==> config.mk <==
export PLATFORM = sky130hd
export DESIGN_NAME = cdpwm_multi
export DESIGN_NICKNAME = d
export VERILOG_FILES = /design/src/rtl/cdpwm_pkg.sv /design/src/rtl/cdpwm_channel.sv /design/src/rtl/cdpwm_multi.sv
export SDC_FILE = /design/constraint.sdc
export NUM_CORES = 1
export LEC_CHECK = 0
export CORE_MARGIN = 5
export CORE_UTILIZATION = 59
export CTS_CLUSTER_DIAMETER = 120
export DETAILED_ROUTE_END_ITERATION = 7
export DONT_BUFFER_PORTS = 1
export PLACE_DENSITY = 0.72
export SYNTH_ARGS = -nofsm -noshare
export SYNTH_HDL_FRONTEND = slang
export SYNTH_SLANG_ARGS = --single-unit
==> constraint.sdc <==
create_clock -name sysclk -period 2.7 [get_ports sysclk]
set_input_delay 0.405 -clock sysclk [delete_from_list [all_inputs] [get_ports sysclk]]
set_output_delay 0.405 -clock sysclk [all_outputs]
set_load 0.01 [all_outputs]
==> src/rtl/cdpwm_pkg.sv <==
// cdpwm_pkg: shared helpers for the multi-channel countdown PWM
package cdpwm_pkg;
   function automatic int idx_w(input int ch);
      return (ch > 1) ? $clog2(ch) : 1;
   endfunction
   function automatic int duty_lsb(input int i, input int w);
      return i * w;
   endfunction
endpackage

==> src/rtl/cdpwm_channel.sv <==
// cdpwm_channel: double-buffered duty register, comparator and registered PWM output
module cdpwm_channel
   import cdpwm_pkg::*;
#(
   parameter int WIDTH = 16
) (
   input  logic             sysclk,
   input  logic             sysreset,
   input  logic [WIDTH-1:0] cnt,
   input  logic             transfer,
   input  logic             load,
   input  logic [WIDTH-1:0] data_in,
   output logic [WIDTH-1:0] duty,
   output logic             pwm
);
   logic [WIDTH-1:0] shadow_q, shadow_d, active_q, active_d;
   logic pwm_q, pwm_d;
   // transfer takes shadow_d so a write on the rollover edge goes straight through
   always_comb begin
      shadow_d = load ? data_in : shadow_q;
      active_d = transfer ? shadow_d : active_q;
      pwm_d = cnt < active_q;
   end
   always_ff @(posedge sysclk) begin
      if (sysreset) begin
         shadow_q <= '0;
         active_q <= '0;
         pwm_q <= 1'b0;
      end else begin
         shadow_q <= shadow_d;
         active_q <= active_d;
         pwm_q <= pwm_d;
      end
   end
   assign duty = active_q;
   assign pwm = pwm_q;
endmodule

==> src/rtl/cdpwm_multi.sv <==
// cdpwm_multi: shared countdown counter with double-buffered period driving CHANNELS PWM outputs
module cdpwm_multi
   import cdpwm_pkg::*;
#(
   parameter int WIDTH = 16,
   parameter int CHANNELS = 4,
   parameter int START = 65535
) (
   input  logic                      sysclk,
   input  logic                      sysreset,
   input  logic                      counter_event,
   input  logic [WIDTH-1:0]          data_in,
   input  logic                      period_load,
   input  logic [CHANNELS-1:0]       duty_load,
   output logic [WIDTH-1:0]          counter_value,
   output logic [WIDTH-1:0]          period,
   output logic [CHANNELS*WIDTH-1:0] duty,
   output logic                      rollover,
   output logic [CHANNELS-1:0]       pwm_signal
);
   localparam logic [WIDTH-1:0] START_V = WIDTH'(START);
   logic [WIDTH-1:0] cnt_q, cnt_d, period_q, period_d, act_period_q, act_period_d;
   logic event_last_q, event_last_d, rollover_q, rollover_d;
   logic event_edge, transfer;
   always_comb begin
      event_edge = counter_event & ~event_last_q;
      transfer = event_edge & (cnt_q == '0);
      event_last_d = counter_event;
      period_d = period_load ? data_in : period_q;
      act_period_d = transfer ? period_d : act_period_q;
      cnt_d = transfer ? act_period_d : event_edge ? cnt_q - 1'b1 : cnt_q;
      rollover_d = transfer;
   end
   always_ff @(posedge sysclk) begin
      if (sysreset) begin
         cnt_q <= START_V;
         period_q <= START_V;
         act_period_q <= START_V;
         event_last_q <= 1'b0;
         rollover_q <= 1'b0;
      end else begin
         cnt_q <= cnt_d;
         period_q <= period_d;
         act_period_q <= act_period_d;
         event_last_q <= event_last_d;
         rollover_q <= rollover_d;
      end
   end
   for (genvar g = 0; g < CHANNELS; g++) begin : g_ch
      localparam int LSB = duty_lsb(g, WIDTH);
      cdpwm_channel #(.WIDTH(WIDTH)) u_ch (
         .sysclk  (sysclk),
         .sysreset(sysreset),
         .cnt     (cnt_q),
         .transfer(transfer),
         .load    (duty_load[g]),
         .data_in (data_in),
         .duty    (duty[LSB +: WIDTH]),
         .pwm     (pwm_signal[g])
      );
   end
   assign counter_value = cnt_q;
   assign period = period_q;
   assign rollover = rollover_q;
endmodule

# [After elaboration in Yosys (flattened, before gate mapping)]
# Index checks and enable logic that the tools add are counted.
[classes] n_addsub=1 n_reduce_logical=2 shift=0 n_bitwise=3 n_div=0 n_mul=0 eq_ne=0 n_mux=8 order_cmp=4
[op_table] operator="$mux W16" n=8
[op_table] operator="$lt A16 B16 Y1" n=4
[op_table] operator="$logic_not A16 Y1" n=1
[op_table] operator="$sub A16 B1 Y16 const B" n=1
[op_table] operator="$and A1 B1 Y1" n=2
[op_table] operator="$reduce_bool A2 Y1" n=1
[op_table] operator="$not A1 Y1" n=1
[word_totals] ff_bits=182 output_inout_bits=101 mem_count=0 latch_bits=0 mem_bits_ro=0 mem_bits_rw=0

# [Logic depth before layout (Yosys ltp)]
[depth] word_depth=5 mapped_depth=9

# [Hierarchy]
# From an unflattened synthesis, not the netlist that was laid out.
[unflattened] hier_cells=830 area_unflattened_um2=7664.9
[by_module_without_submodules] module="cdpwm_channel" area_per_inst_um2=1480.2 seq_area_each_um2=660.6 instances=4 cells_per_inst=158
[by_module_without_submodules] module="cdpwm_multi" area_per_inst_um2=1744.2 seq_area_each_um2=680.7 instances=1 cells_per_inst=198

# [Worst setup path before layout]
# Ideal clock, no wire load.
[synth_path] path_type="register to register" startpoint="register cnt_q[0], in the netlist counter_value[0]" endpoint="register g_ch[0].u_ch.active_q[1]" arrival_time_ns=2.008 t_required_ns=2.614 synth_period_minus_slack_ns=2.094 path_stages_with_launch=10 setup_slack_ns=0.606 setup_time_ns=0.086 path_cell_list="dfxtp_1 inv_1 ha_1 or3b_1 or2_1 nor2_4 buf_4 buf_4 nor2_1 a211oi_1"
[synth_between] elab_chain_len=2
[synth_lines] item="from (decl)" line_no="cdpwm_multi.sv:22" text="logic [WIDTH-1:0] cnt_q, cnt_d, period_q, period_d, act_period_q, act_period_d;"
[synth_lines] item="from (signal assigned)" line_no="cdpwm_multi.sv:42" text="cnt_q <= cnt_d;"
[synth_lines] item="$logic_not A16 Y1" line_no="cdpwm_multi.sv:27" text="transfer = event_edge & (cnt_q == '0);"
[synth_lines] item="$and A1 B1 Y1" line_no="cdpwm_multi.sv:27"
[synth_lines] item="to (signal assigned)" line_no="cdpwm_channel.sv:31" text="active_q <= active_d;"
[synth_lines] item="to (decl)" line_no="cdpwm_channel.sv:16" text="logic [WIDTH-1:0] shadow_q, shadow_d, active_q, active_d;"
# Every way passes these cells.
# A chain may end at the register's enable or synchronous reset.

# [Final worst setup path]
[layout_path] startpoint="register cnt_q[0], in the netlist counter_value[0]" endpoint="register g_ch[0].u_ch.active_q[0]"
# The elaborated chain is that of the path after synthesis.

==> impl_metrics.json <==
{
  "status": "finished clean",
  "top_usage_layer": "met2",
  "grt_pass1_vias": 5722,
  "final.fill_count": 1054,
  "drcViolationCount": 0,
  "cp.required_ps": 3030,
  "dieHeight_um": 123,
  "place_hpwl_um": 14800,
  "hold_class": "in2reg",
  "hold_path_depth": 1,
  "antenna_found_initial": 2,
  "clkTransAtPathRegs_ps": 60,
  "grt_use_met1_pct": 35.5,
  "final_hold_viol_count": 0,
  "antenna_cells": 0,
  "startpoint_type": "register",
  "cts_root_buf": "clkbuf_16",
  "drt-pass1-iter-count": 5,
  "synthArstFlopShare_pct": 0,
  "peakVddDrop_mv": 0.451,
  "rsz0062_at_grt": "false",
  "drtAntennaViolNets": 0,
  "wl_per_cell_um": 21.9,
  "grt-ovfl-total": 0,
  "io_buffers": 0,
  "cts_made_buffers": 17,
  "reg2reg_to": "g_ch[0].u_ch.duty[0]",
  "grt_pass1_wl_um": 32900,
  "slew_viol_final": 0,
  "r2r_cells": 8,
  "start_util_pct": 60.2,
  "synth_edf_count": 0,
  "fmax_mhz": 418,
  "row_count": 41,
  "yosysWarnings": 0,
  "power_leakage_uw": 0.00312,
  "drt_iter0_markers": 560,
  "cts_resized": 0,
  "maxCapViolCount": 0,
  "grt_usage_pct": 29.5,
  "synth_fp_nets": 910,
  "synth.avg_cell_area_um2": 9.21,
  "synth_ff_type": "dfxtp_1",
  "synth_area_um2": 7590,
  "nNetsFinal": 890,
  "hp-start": "sysreset",
  "yosys-top-cells-area": "dfxtp_1 44%, mux2i_1 10%, ha_1 10%",
  "r2r_slack_ps": 310,
  "timing.rr.start": "counter_value[0]",
  "synth.distinct_cells": 50,
  "synth_area_leader_cell": "dfxtp_1",
  "drt_wl_total_um": 21700,
  "design_area_um2": 8270,
  "placed_cell_area_um2": 7680,
  "cts_setup_buffers": 0,
  "worst_ep_arrival_time_ps": 2730,
  "syn2layout_area_growth_pct": 8.92,
  "grt_start_max_net_pins": 148,
  "die_area_um2": 15200,
  "io_pins": 125,
  "worstMarginPinSlew_ps": 831,
  "place_congestion": 0.911,
  "clock_path_buffers": 2,
  "ys_seq_area_share_pct": 43.8,
  "slew_headroom_pct": 44.5,
  "core-area_um2": 12600,
  "worst_hold_slack_ps": 60.4,
  "die_width_um": 123,
  "crit_type": "reg2reg",
  "insertion_delay_ps": 440,
  "fin_util_pct": 65.5,
  "met2_usage_pct": 46.4,
  "cts_hold_buf": 0,
  "setup_viol": 0,
  "ys_seq_elements": 166,
  "synth_top_cell_area_share_pct": 43.8,
  "period_minus_slack_ps": 2390,
  "regArea_um2": 3320,
  "avgViaCountPerCell": 6.08,
  "power_density_nw_per_um2": 623,
  "fin_skew_ps": 14.1,
  "netlist_instances": 824,
  "drive_gt1_share_pct": 6.50,
  "cts.htree.levels": 4,
  "multi_input_area_um2": 3770,
  "min_period_over_period_pct": 88.6,
  "vias": 6009,
  "use_met3_pct": 12.9,
  "path_max_fanout": 88,
  "cts_tree": "yes",
  "timing.setup.tns_ps": 0,
  "worstHoldEndpoint": "g_ch[0].u_ch.shadow_q[10]",
  "crit_path_end_kind": "register",
  "clock-sinks": 166
}
==> layout make-up <==
cell class	instances	area share, %
clock inverters	8	1.18
multi-input cells	541	45.6
flip-flops and latches	166	40.2
well taps	172	2.60
inverters	64	2.91
clock buffers	23	5.90
repair buffers	14	1.57
==> sequential cells by signal (all words and copies together) (netlist names) <==
signal,flops
counter_value,16
event_last_q,1
period,16
g_ch.u_ch.shadow_q,64
g_ch.u_ch.duty,64
rollover,1
g_ch.u_ch.pwm,4
==> worst max-delay path, stage by stage, from the launching register on <==
cell	delay, ps
dfxtp_1	380
inv_1	110
ha_1	130
or3b_1	440
or2_1	310
nor2_4	190
buf_12	310
nor2_1	110
a211oi_1	250
==> cell usage in the layout, fill, tap and decap left out, drive strengths merged, types with 9 or more instances in the layout <==
| master | instances |
|---|---|
| dfxtp | 166 |
| nor2 | 154 |
| mux2i | 78 |
| a211oi | 65 |
| inv | 63 |
| ha | 62 |
| nand2 | 41 |
| clkbuf | 23 |
| a21oi | 19 |
| o21ai | 18 |
| buf | 14 |
| nor4 | 10 |
| nor3 | 9 |
==> worst max path at each step <==
| stage | startpoint | endpoint | slack, ps | cells after the start |
|---|---|---|---|---|
| floorplan | counter_value[0] | g_ch[0].u_ch.duty[1] | 610 | 9 |
| global route | counter_value[0] | counter_value[13] | 130 | 8 |
| detailed placement | counter_value[0] | counter_value[13] | 290 | 8 |
| finish | counter_value[0] | g_ch[0].u_ch.duty[0] | 310 | 8 |
| global placement | counter_value[0] | counter_value[13] | 420 | 8 |
| CTS | counter_value[0] | counter_value[13] | 300 | 8 |
==> per-stage QoR <==
stage	total power, µW	std cells	setup slack (ps)
3_5_place_dp	2800	957	291
2_1_floorplan	2810	824	606
3_3_place_gp	2790	957	423
5_1_grt	5330	988	130
6_report	5150	988	308
4_1_cts	5180	988	297
==> synthesized netlist by cell type (all sizes together), types with 6 or more instances <==
library cell	n
nand2b	6
o31ai	6
a21oi	19
a211oi	65
buf	22
inv	63
a211o	7
o21ai	18
a2111oi	6
nand3	7
nand2	41
a21boi	6
nor4	10
mux2i	78
dfxtp	166
ha	62
nor2	154
clkbuf	31
nor3	9
==> power breakdown <==
part	switching (µW)	internal [µW]	leakage, µW
Sequential	37.7	2520	0.00136
Combinational	98.2	92.6	0.00148
Clock	954	1450	0.000281
Total	1090	4060	0.00312
==> kinds of logic after synthesis <==
| group | share of synthesized area [%] |
|---|---|
| and+or+nand+nor | 14.8 |
| DFF | 43.8 |
| AOI/OAI and AO/OA | 13.9 |
| buffers and inverters | 6.51 |
| muxes | 10.7 |
| adders and majority gates | 10.2 |
| xor gates and xnor gates | 0.115 |
==> per-layer routing <==
metal | share of wire, % | routed length (µm)
met1 | 39 | 8360
met5 | 0.12 | 27
met3 | 12 | 2680
met2 | 46 | 10000
met4 | 2.6 | 554
No activity file was read; power rests on OpenSTA's default activity.
